$ cat src/rtl/cache_fill_fsm_if.sv
// rtl/cache_fill_fsm_if.sv - miss/memory/cache-array signal bundle for cache_fill_fsm
//
// Purpose: groups the miss request, memory read channel and cache array
// write strobes of the block fill engine.
//   master : the fill FSM (samples miss and memory data, drives requests/writes)
//   slave  : the cache miss logic plus memory model side
// Signals:
//   miss_detected, miss_address[15:0]     miss request from the cache
//   memory_data[15:0], memory_data_valid  read return from memory
//   fsm_busy                              fill in progress
//   mem_read_en, memory_address[15:0]     word read request
//   write_data_array, word_index, fill_data  data array write
//   write_tag_array                       tag/valid write for the block
interface cache_fill_fsm_if #(
    parameter int IDX_W = 3
);
    logic              miss_detected;
    logic [15:0]       miss_address;
    logic [15:0]       memory_data;
    logic              memory_data_valid;
    logic              fsm_busy;
    logic              mem_read_en;
    logic [15:0]       memory_address;
    logic              write_data_array;
    logic [IDX_W-1:0]  word_index;
    logic [15:0]       fill_data;
    logic              write_tag_array;

    modport master (
        input  miss_detected, miss_address, memory_data, memory_data_valid,
        output fsm_busy, mem_read_en, memory_address, write_data_array,
               word_index, fill_data, write_tag_array
    );

    modport slave (
        output miss_detected, miss_address, memory_data, memory_data_valid,
        input  fsm_busy, mem_read_en, memory_address, write_data_array,
               word_index, fill_data, write_tag_array
    );
endinterface

$ cat src/rtl/cache_fill_fsm.sv
// rtl/cache_fill_fsm.sv - cache block fill engine: word requests, counted responses, tag write
//
// Purpose: on a miss seen in IDLE, issues one read per cycle for every word
// of the aligned block, writes each returning word into the data array in
// arrival order and writes the tag array together with the last word.
// Ports:
//   clk  system clock, rising edge
//   rst  asynchronous active-low reset
//   bus  cache_fill_fsm_if.master (miss in, memory read channel, array writes)
module cache_fill_fsm #(
    parameter int BLOCK_WORDS = 8,
    parameter int IDX_W       = 3
) (
    input  logic             clk,
    input  logic             rst,
    cache_fill_fsm_if.master bus
);
    localparam logic [IDX_W-1:0] LAST     = IDX_W'(BLOCK_WORDS - 1);
    localparam logic [15:0]      OFF_MASK = 16'(2 * BLOCK_WORDS - 1);

    typedef enum logic [1:0] {
        IDLE  = 2'd0,
        FILL  = 2'd1,
        DRAIN = 2'd2
    } state_t;

    state_t           state, state_nxt;
    logic [15:0]      base, base_nxt;
    logic [IDX_W-1:0] req_cnt, req_cnt_nxt;
    logic [IDX_W-1:0] rsp_cnt, rsp_cnt_nxt;
    logic             rsp_take;

    always_ff @(posedge clk or negedge rst) begin
        if (!rst) begin
            state   <= IDLE;
            base    <= '0;
            req_cnt <= '0;
            rsp_cnt <= '0;
        end else begin
            state   <= state_nxt;
            base    <= base_nxt;
            req_cnt <= req_cnt_nxt;
            rsp_cnt <= rsp_cnt_nxt;
        end
    end

    always_comb begin
        state_nxt   = state;
        base_nxt    = base;
        req_cnt_nxt = req_cnt;
        rsp_cnt_nxt = rsp_cnt;
        rsp_take    = 1'b0;

        bus.fsm_busy         = 1'b0;
        bus.mem_read_en      = 1'b0;
        bus.memory_address   = '0;
        bus.write_data_array = 1'b0;
        bus.word_index       = '0;
        bus.write_tag_array  = 1'b0;
        // Held at zero while reset is asserted so every output reads 0.
        bus.fill_data        = rst ? bus.memory_data : '0;

        case (state)
            IDLE: begin
                // Valid pulses here are stale (post-completion or post-reset).
                if (bus.miss_detected) begin
                    base_nxt    = bus.miss_address & ~OFF_MASK;
                    req_cnt_nxt = '0;
                    rsp_cnt_nxt = '0;
                    state_nxt   = FILL;
                end
            end
            FILL: begin
                bus.fsm_busy       = 1'b1;
                bus.mem_read_en    = 1'b1;
                // base has its offset bits clear, so OR keeps the request
                // inside the block and never carries into the tag bits.
                bus.memory_address = base | {{(15 - IDX_W){1'b0}}, req_cnt, 1'b0};
                req_cnt_nxt        = req_cnt + IDX_W'(1);
                if (req_cnt == LAST) begin
                    state_nxt = DRAIN;
                end
                // Once every request issued so far has been answered, a
                // further valid has no request behind it and is dropped.
                rsp_take = bus.memory_data_valid && (rsp_cnt != req_cnt);
            end
            DRAIN: begin
                bus.fsm_busy = 1'b1;
                rsp_take     = bus.memory_data_valid;
            end
            default: begin
                state_nxt = IDLE;
            end
        endcase

        if (rsp_take) begin
            bus.write_data_array = 1'b1;
            bus.word_index       = rsp_cnt;
            rsp_cnt_nxt          = rsp_cnt + IDX_W'(1);
            if (rsp_cnt == LAST) begin
                bus.write_tag_array = 1'b1;
                state_nxt           = IDLE;
            end
        end
    end
endmodule

$ cat src/flat_wrapper.sv
// flat-port wrapper written by rule: the top's interface ports become plain ports
module cache_fill_fsm_flat 
#(
    parameter int BLOCK_WORDS = 8,
    parameter int IDX_W       = 3
)
  (clk, rst, bus_miss_detected, bus_miss_address, bus_memory_data, bus_memory_data_valid, bus_fsm_busy, bus_mem_read_en, bus_memory_address, bus_write_data_array, bus_word_index, bus_fill_data, bus_write_tag_array);
  cache_fill_fsm_if #(.IDX_W(IDX_W)) bus_i ();
  input  logic clk;
  input  logic rst;
  input wire logic [$bits(bus_i.miss_detected)-1:0] bus_miss_detected;
  input wire logic [$bits(bus_i.miss_address)-1:0] bus_miss_address;
  input wire logic [$bits(bus_i.memory_data)-1:0] bus_memory_data;
  input wire logic [$bits(bus_i.memory_data_valid)-1:0] bus_memory_data_valid;
  output wire logic [$bits(bus_i.fsm_busy)-1:0] bus_fsm_busy;
  output wire logic [$bits(bus_i.mem_read_en)-1:0] bus_mem_read_en;
  output wire logic [$bits(bus_i.memory_address)-1:0] bus_memory_address;
  output wire logic [$bits(bus_i.write_data_array)-1:0] bus_write_data_array;
  output wire logic [$bits(bus_i.word_index)-1:0] bus_word_index;
  output wire logic [$bits(bus_i.fill_data)-1:0] bus_fill_data;
  output wire logic [$bits(bus_i.write_tag_array)-1:0] bus_write_tag_array;
  assign bus_i.miss_detected = bus_miss_detected;
  assign bus_i.miss_address = bus_miss_address;
  assign bus_i.memory_data = bus_memory_data;
  assign bus_i.memory_data_valid = bus_memory_data_valid;
  assign bus_fsm_busy = bus_i.fsm_busy;
  assign bus_mem_read_en = bus_i.mem_read_en;
  assign bus_memory_address = bus_i.memory_address;
  assign bus_write_data_array = bus_i.write_data_array;
  assign bus_word_index = bus_i.word_index;
  assign bus_fill_data = bus_i.fill_data;
  assign bus_write_tag_array = bus_i.write_tag_array;
  cache_fill_fsm #(.BLOCK_WORDS(BLOCK_WORDS), .IDX_W(IDX_W)) u_core (.clk(clk), .rst(rst), .bus(bus_i));
endmodule
$ cat config.mk
export PLATFORM = sky130hd
export DESIGN_NAME = cache_fill_fsm_flat
export DESIGN_NICKNAME = d
export VERILOG_FILES = /design/src/rtl/cache_fill_fsm_if.sv /design/src/rtl/cache_fill_fsm.sv /design/src/flat_wrapper.sv
export SDC_FILE = /design/constraint.sdc
export NUM_CORES = 1
export LEC_CHECK = 0
export CORE_MARGIN = 5
export CORE_UTILIZATION = 36
export CTS_CLUSTER_DIAMETER = 30
export DETAILED_ROUTE_END_ITERATION = 8
export PLACE_DENSITY = 0.74
export SLEW_MARGIN = 20
export SYNTH_ARGS = -nofsm -noshare
export SYNTH_HDL_FRONTEND = slang
export SYNTH_SLANG_ARGS = --single-unit
$ cat constraint.sdc
create_clock -name clk -period 5.8 [get_ports clk]
set_clock_uncertainty 0.2 [all_clocks]
set_input_delay 1.16 -clock clk [delete_from_list [all_inputs] [get_ports clk]]
set_output_delay 1.16 -clock clk [all_outputs]
set_load 0.01 [all_outputs]
# ---- Yosys cells after proc, flatten, opt, wreduce, memory -nomap -nowiden
# Index checks and enable logic that the tools add are counted.
dict set report classes {
  n_addsub 2
  eq_ne 6
  mux 18
  bitwise 1
  reduce_logical 9
}
# operator n
set op_table {}
lappend op_table {{two-way mux 16 bit} 2}
lappend op_table {{OR 16 x 4 -> 16 bit} 1}
lappend op_table {{two-way mux 3 bit} 4}
lappend op_table {{two-way mux 2 bit} 4}
lappend op_table {{adder 3 x 1 -> 3 bit (second input constant)} 2}
lappend op_table {{equality test 3 bit (second input constant)} 2}
lappend op_table {{one-hot mux 2 bit (3 select lines)} 1}
lappend op_table {{one-hot mux 3 bit (2 select lines)} 1}
lappend op_table {{AND reduction 2 bit} 3}
lappend op_table {{nonzero test 2 bit} 3}
lappend op_table {{two-way mux 1 bit} 5}
lappend op_table {{!= test 3 bit} 1}
lappend op_table {{equality test 2 x 1 -> 1 bit (second input constant)} 1}
lappend op_table {{equality test 2 bit (second input constant)} 1}
lappend op_table {{logical NOT 2 bit} 1}
lappend op_table {{!= test 2 bit (second input constant)} 1}
lappend op_table {{one-hot mux 1 bit (2 select lines)} 1}
lappend op_table {{OR reduction 2 bit} 1}
lappend op_table {{logical AND 1 bit} 1}
dict set report word_totals {
  reg_bits 20
  input_bits 36
  out_inout_bits 39
}

# ---- Depth between registers and ports, before layout
dict set report logic_depth {
  ltp_word 5
  depth_mapped 6
  ltp_nobuf 5
}

# ---- Worst setup path after synthesis
# OpenSTA, ideal clock, no wires.
dict set report synth_timing {
  kind {in2out}
  from {input bus_memory_data_valid}
  to {output bus_word_index[1]}
  t_arrival_ps 1846
  t_required_ps 4440
  path_slack_ps 2594
  stages 3
  cell_sequence {o211ai_1 > a41oi_4 > and2_2}
}
dict set report synth_between {
  elab_chain_len 3
}
# element line
set synth_rtl {}
lappend synth_rtl {{from (decl)} flat_wrapper.sv:14} ;# input wire logic [$bits(bus_i.memory_data_valid)-1:0] bus_memory_data_valid;
lappend synth_rtl {{logical AND 1 bit} cache_fill_fsm.sv:85} ;# rsp_take = bus.memory_data_valid && (rsp_cnt != req_cnt);
lappend synth_rtl {{one-hot mux 1 bit (2 select lines) *} cache_fill_fsm.sv:63} ;# case (state)
lappend synth_rtl {{two-way mux 3 bit *} cache_fill_fsm.sv:96} ;# if (rsp_take) begin
lappend synth_rtl {{to (decl)} flat_wrapper.sv:19} ;# output wire logic [$bits(bus_i.word_index)-1:0] bus_word_index;
# Every way passes the cells marked *; elsewhere a longest branch is shown, timed or not.

# ---- Worst setup path after layout
dict set report layout_timing {
  from {input bus_memory_data_valid}
  to {output bus_write_tag_array}
}
dict set report layout_between {
  elab_chain_len 3
}
# element line
set layout_rtl {}
lappend layout_rtl {{logical AND 1 bit} cache_fill_fsm.sv:85}
lappend layout_rtl {{one-hot mux 1 bit (2 select lines) *} cache_fill_fsm.sv:63}
lappend layout_rtl {{two-way mux 1 bit *} cache_fill_fsm.sv:96}
lappend layout_rtl {{to (decl)} flat_wrapper.sv:21} ;# output wire logic [$bits(bus_i.write_tag_array)-1:0] bus_write_tag_array;
# Marked as above.

==> summary.txt <==
Outcome
  – Status: finished clean

Timing
  – RSZ-0062 raised after global routing: false
  – Slew Viols, Final: 0
  – Fmax: 0.234 GHz
  – Slew headroom: 54.8%
  – Worst-Margin Slew: 0.679 ns
  – Final Hold Viols: 0
  – Hold Slack: 0.317 ns
  – Share of the clock period used by the worst path: 73.6%
  – Min cycle time layout: 4.27 ns
  – Setup TNS: 0 ns
  – # setup viols final: 0

Floorplan
  – CORE AREA: 3390 sq um
  – Initial Util: 37.5%
  – Ports: 75
  – Die Wd: 69.4 microns
  – Die outline height: 69.4 microns
  – Total die area: 4820 sq um
  – Site Rows: 21

Place
  – Placed insts: 227
  – GPL Wtd Cong: 0.764
  – Post-DP HPWL: 2720 microns
  – PortBufs: 69

Worst setup path
  – CP required: 4.44 ns
  – Setup crit start kind: input pin
  – CP delay by family, top: buffers and inverters
  – Critical path buffer and inverter count: 2
  – Critical path's slowest cell: clkdlybuf4s50_1
  – Reg2Reg Launch Point: u_core.state[1]
  – Crit-path max cell delay: 0.53 ns
  – Worst-path fanout max: 8
  – Reg2Reg Depth: 5
  – Reg-to-reg slack, setup: 3.51 ns
  – CP Cell Sequence: clkdlybuf4s50_1 > o211ai_1 > a41oi_4 > and2_2 > clkdlybuf4s50_1
  – Crit path DAT: 2.91 ns
  – CP most frequent cell: clkdlybuf4s50_1
  – Setup CP Type: input pin to primary output
  – Endpoint type of the worst setup path: primary output
  – Cell count along the critical path: 5
  – RR Endpoint: u_core.rsp_cnt[1]

Logic synthesis
  – FF+latch count, synth: 20
  – Synth Net Count: 160
  – Sequential element share of the synthesized area: 39.4%
  – Synth top area share: 39.4%
  – Post-synth top area cell: dfrtp_1
  – Post-synth EDFFs: 0
  – Cell count after synthesis: 116
  – Yosys cell types: 30
  – Cell area after synthesis: 1270 sq um
  – FFs w/ async S/R, synth: 100%
  – Synth Area per Inst: 11.0 sq um
  – Top post-synthesis cells by area: dfrtp_1 39%, and2_1 15%, mux2_2 12%, ha_1 7.9%, xnor2_2 2.6%
  – Warnings, synthesis: 0
  – Ys flop type: dfrtp_1

Layout
  – Post-Layout Cell Count: 231
  – Net count, final: 230
  – Area growth, synth to finish: 60.9%
  – Final Util: 60.4%
  – Layout cells sized above 1: 14.6%
  – Most common cell after layout, fill and taps aside: clkdlybuf4s50_1
  – # diodes: 0
  – Most frequent cells in the layout: 69 x clkdlybuf4s50_1, 31 x and2_1, 20 x dfrtp_1

Power
  – Pleak: 0.839 nW
  – Pwr/cell area: 407 nW/um^2
  – Worst vdd rail ir drop: 0.162 mV

CTS
  – Num Clock Sinks: 20
  – CTS Buffer Depth: 2
  – CTS clk-pin slew, worst paths: 0.12 ns
  – CTS Hold Bufs: 0
  – Worst skew pair latency: 0.30 ns
  – CTS tree: done
  – Post-CTS sizing: 0
  – Clk root buf: clkbuf_4
  – H-Tree Depth: 1
  – Num CTS Buffers: 3
  – Post-CTS setup buffers: 0

Worst hold path
  – Min-delay src: u_core.base[14]
  – Hold path depth: 1
  – Worst Hold Path EP: u_core.base[14]
  – HP Class: flop to flop

Job
  – Number of max-cap violations: 0

Routing
  – DRC viols: 0
  – Pre-antenna DRT Iters: 4
  – Via count: 1071
  – Detail Route Antenna Nets: 0
  – Via density: 4.64
  – DRT Wirelength: 3410 microns
  – Initial drt markers: 26
  – Routed wire per std cell: 14.8 microns

Global routing
  – Initial antenna violation count: 0
  – First-pass GRT wire length: 5820 microns
  – Largest net degree at the start of global routing: 37
  – Vias in the first global route: 1143
  – GR Util All Layers: 14.5%
  – Total grt overflow: 0
cell usage after synthesis (2+ instances only):
library cell / number
buf_4: 2
dfrtp_1: 20
clkbuf_1: 2
and2_1: 31
a32o_1: 2
and2_2: 4
xnor2_2: 2
inv_1: 5
mux2i_1: 3
mux2_2: 13
a221oi_1: 2
nand2_1: 5
ha_1: 8
registers in the layout, summed over array words and instances, names as in the netlist:
register / count
u_core.base: 12
u_core.req_cnt: 3
u_core.rsp_cnt: 3
u_core.state: 2
worst register-to-register path, delay by kind of cell, from the launching register on:
| family | cells | cell delay (ns) |
|---|---|---|
| AOI/OAI and AO/OA | 2 | 0.67 |
| DFF | 1 | 0.44 |
| adders and majority gates | 1 | 0.59 |
| buffers and inverters | 1 | 0.09 |
| muxes | 1 | 0.22 |
worst max-delay path by stage:
stage / start / end / slack, ns
after global routing: u_core.state[1] / bus_write_tag_array / 1.36
after global placement: bus_memory_data_valid / bus_word_index[1] / 1.57
after CTS: bus_memory_data_valid / bus_write_tag_array / 1.52
after detailed placement: bus_memory_data_valid / bus_write_tag_array / 1.53
final: bus_memory_data_valid / bus_write_tag_array / 1.53
after floorplan: bus_memory_data_valid / bus_word_index[1] / 2.59
where the power goes:
group / internal (mW) / switching (mW)
logic: 0.270 / 0.199
registers: 0.202 / 0.0471
clock network: 0.0698 / 0.0441
kinds of logic after synthesis:
| group | share of synthesized area (%) |
|---|---|
| compound gates | 9.35 |
| buf+inv | 4.13 |
| xor+xnor | 3.25 |
| fa+ha+maj | 7.87 |
| flops | 39.4 |
| simple gates | 21.9 |
| other cells | 0.295 |
| mux | 13.9 |
area by class of cell:
| type | count | area [sq um] |
|---|---|---|
| Tap cell | 46 | 57.6 |
| Fill cell | 282 | 1340 |
| Multi-Input combinational cell | 86 | 718 |
| Inverter | 5 | 18.8 |
| Clock inverter | 1 | 30.0 |
| Clock buffer | 3 | 22.5 |
| Sequential cell | 20 | 500 |
| Timing Repair Buffer | 70 | 698 |
layer usage:
layer	routed length (microns)	share of wire (%)	up-vias	GRT usage, %
met5	0	0	-	0
met4	79	2.3	0	5.42
met3	112	3.3	6	2.32
met2	1870	55	27	27.1
met1	1350	40	508	16.4
li1	-	-	530	-
per-stage QoR:
step	worst slack [ns]	power, mW	cell area (sq um)
4_1_cts	1.52	0.843	2050
2_1_floorplan	2.59	0.523	1270
6_report	1.53	0.832	2050
3_3_place_gp	1.57	0.709	1990
3_5_place_dp	1.53	0.728	1990
5_1_grt	1.36	0.890	2050
(Power assumes the default switching activity.)
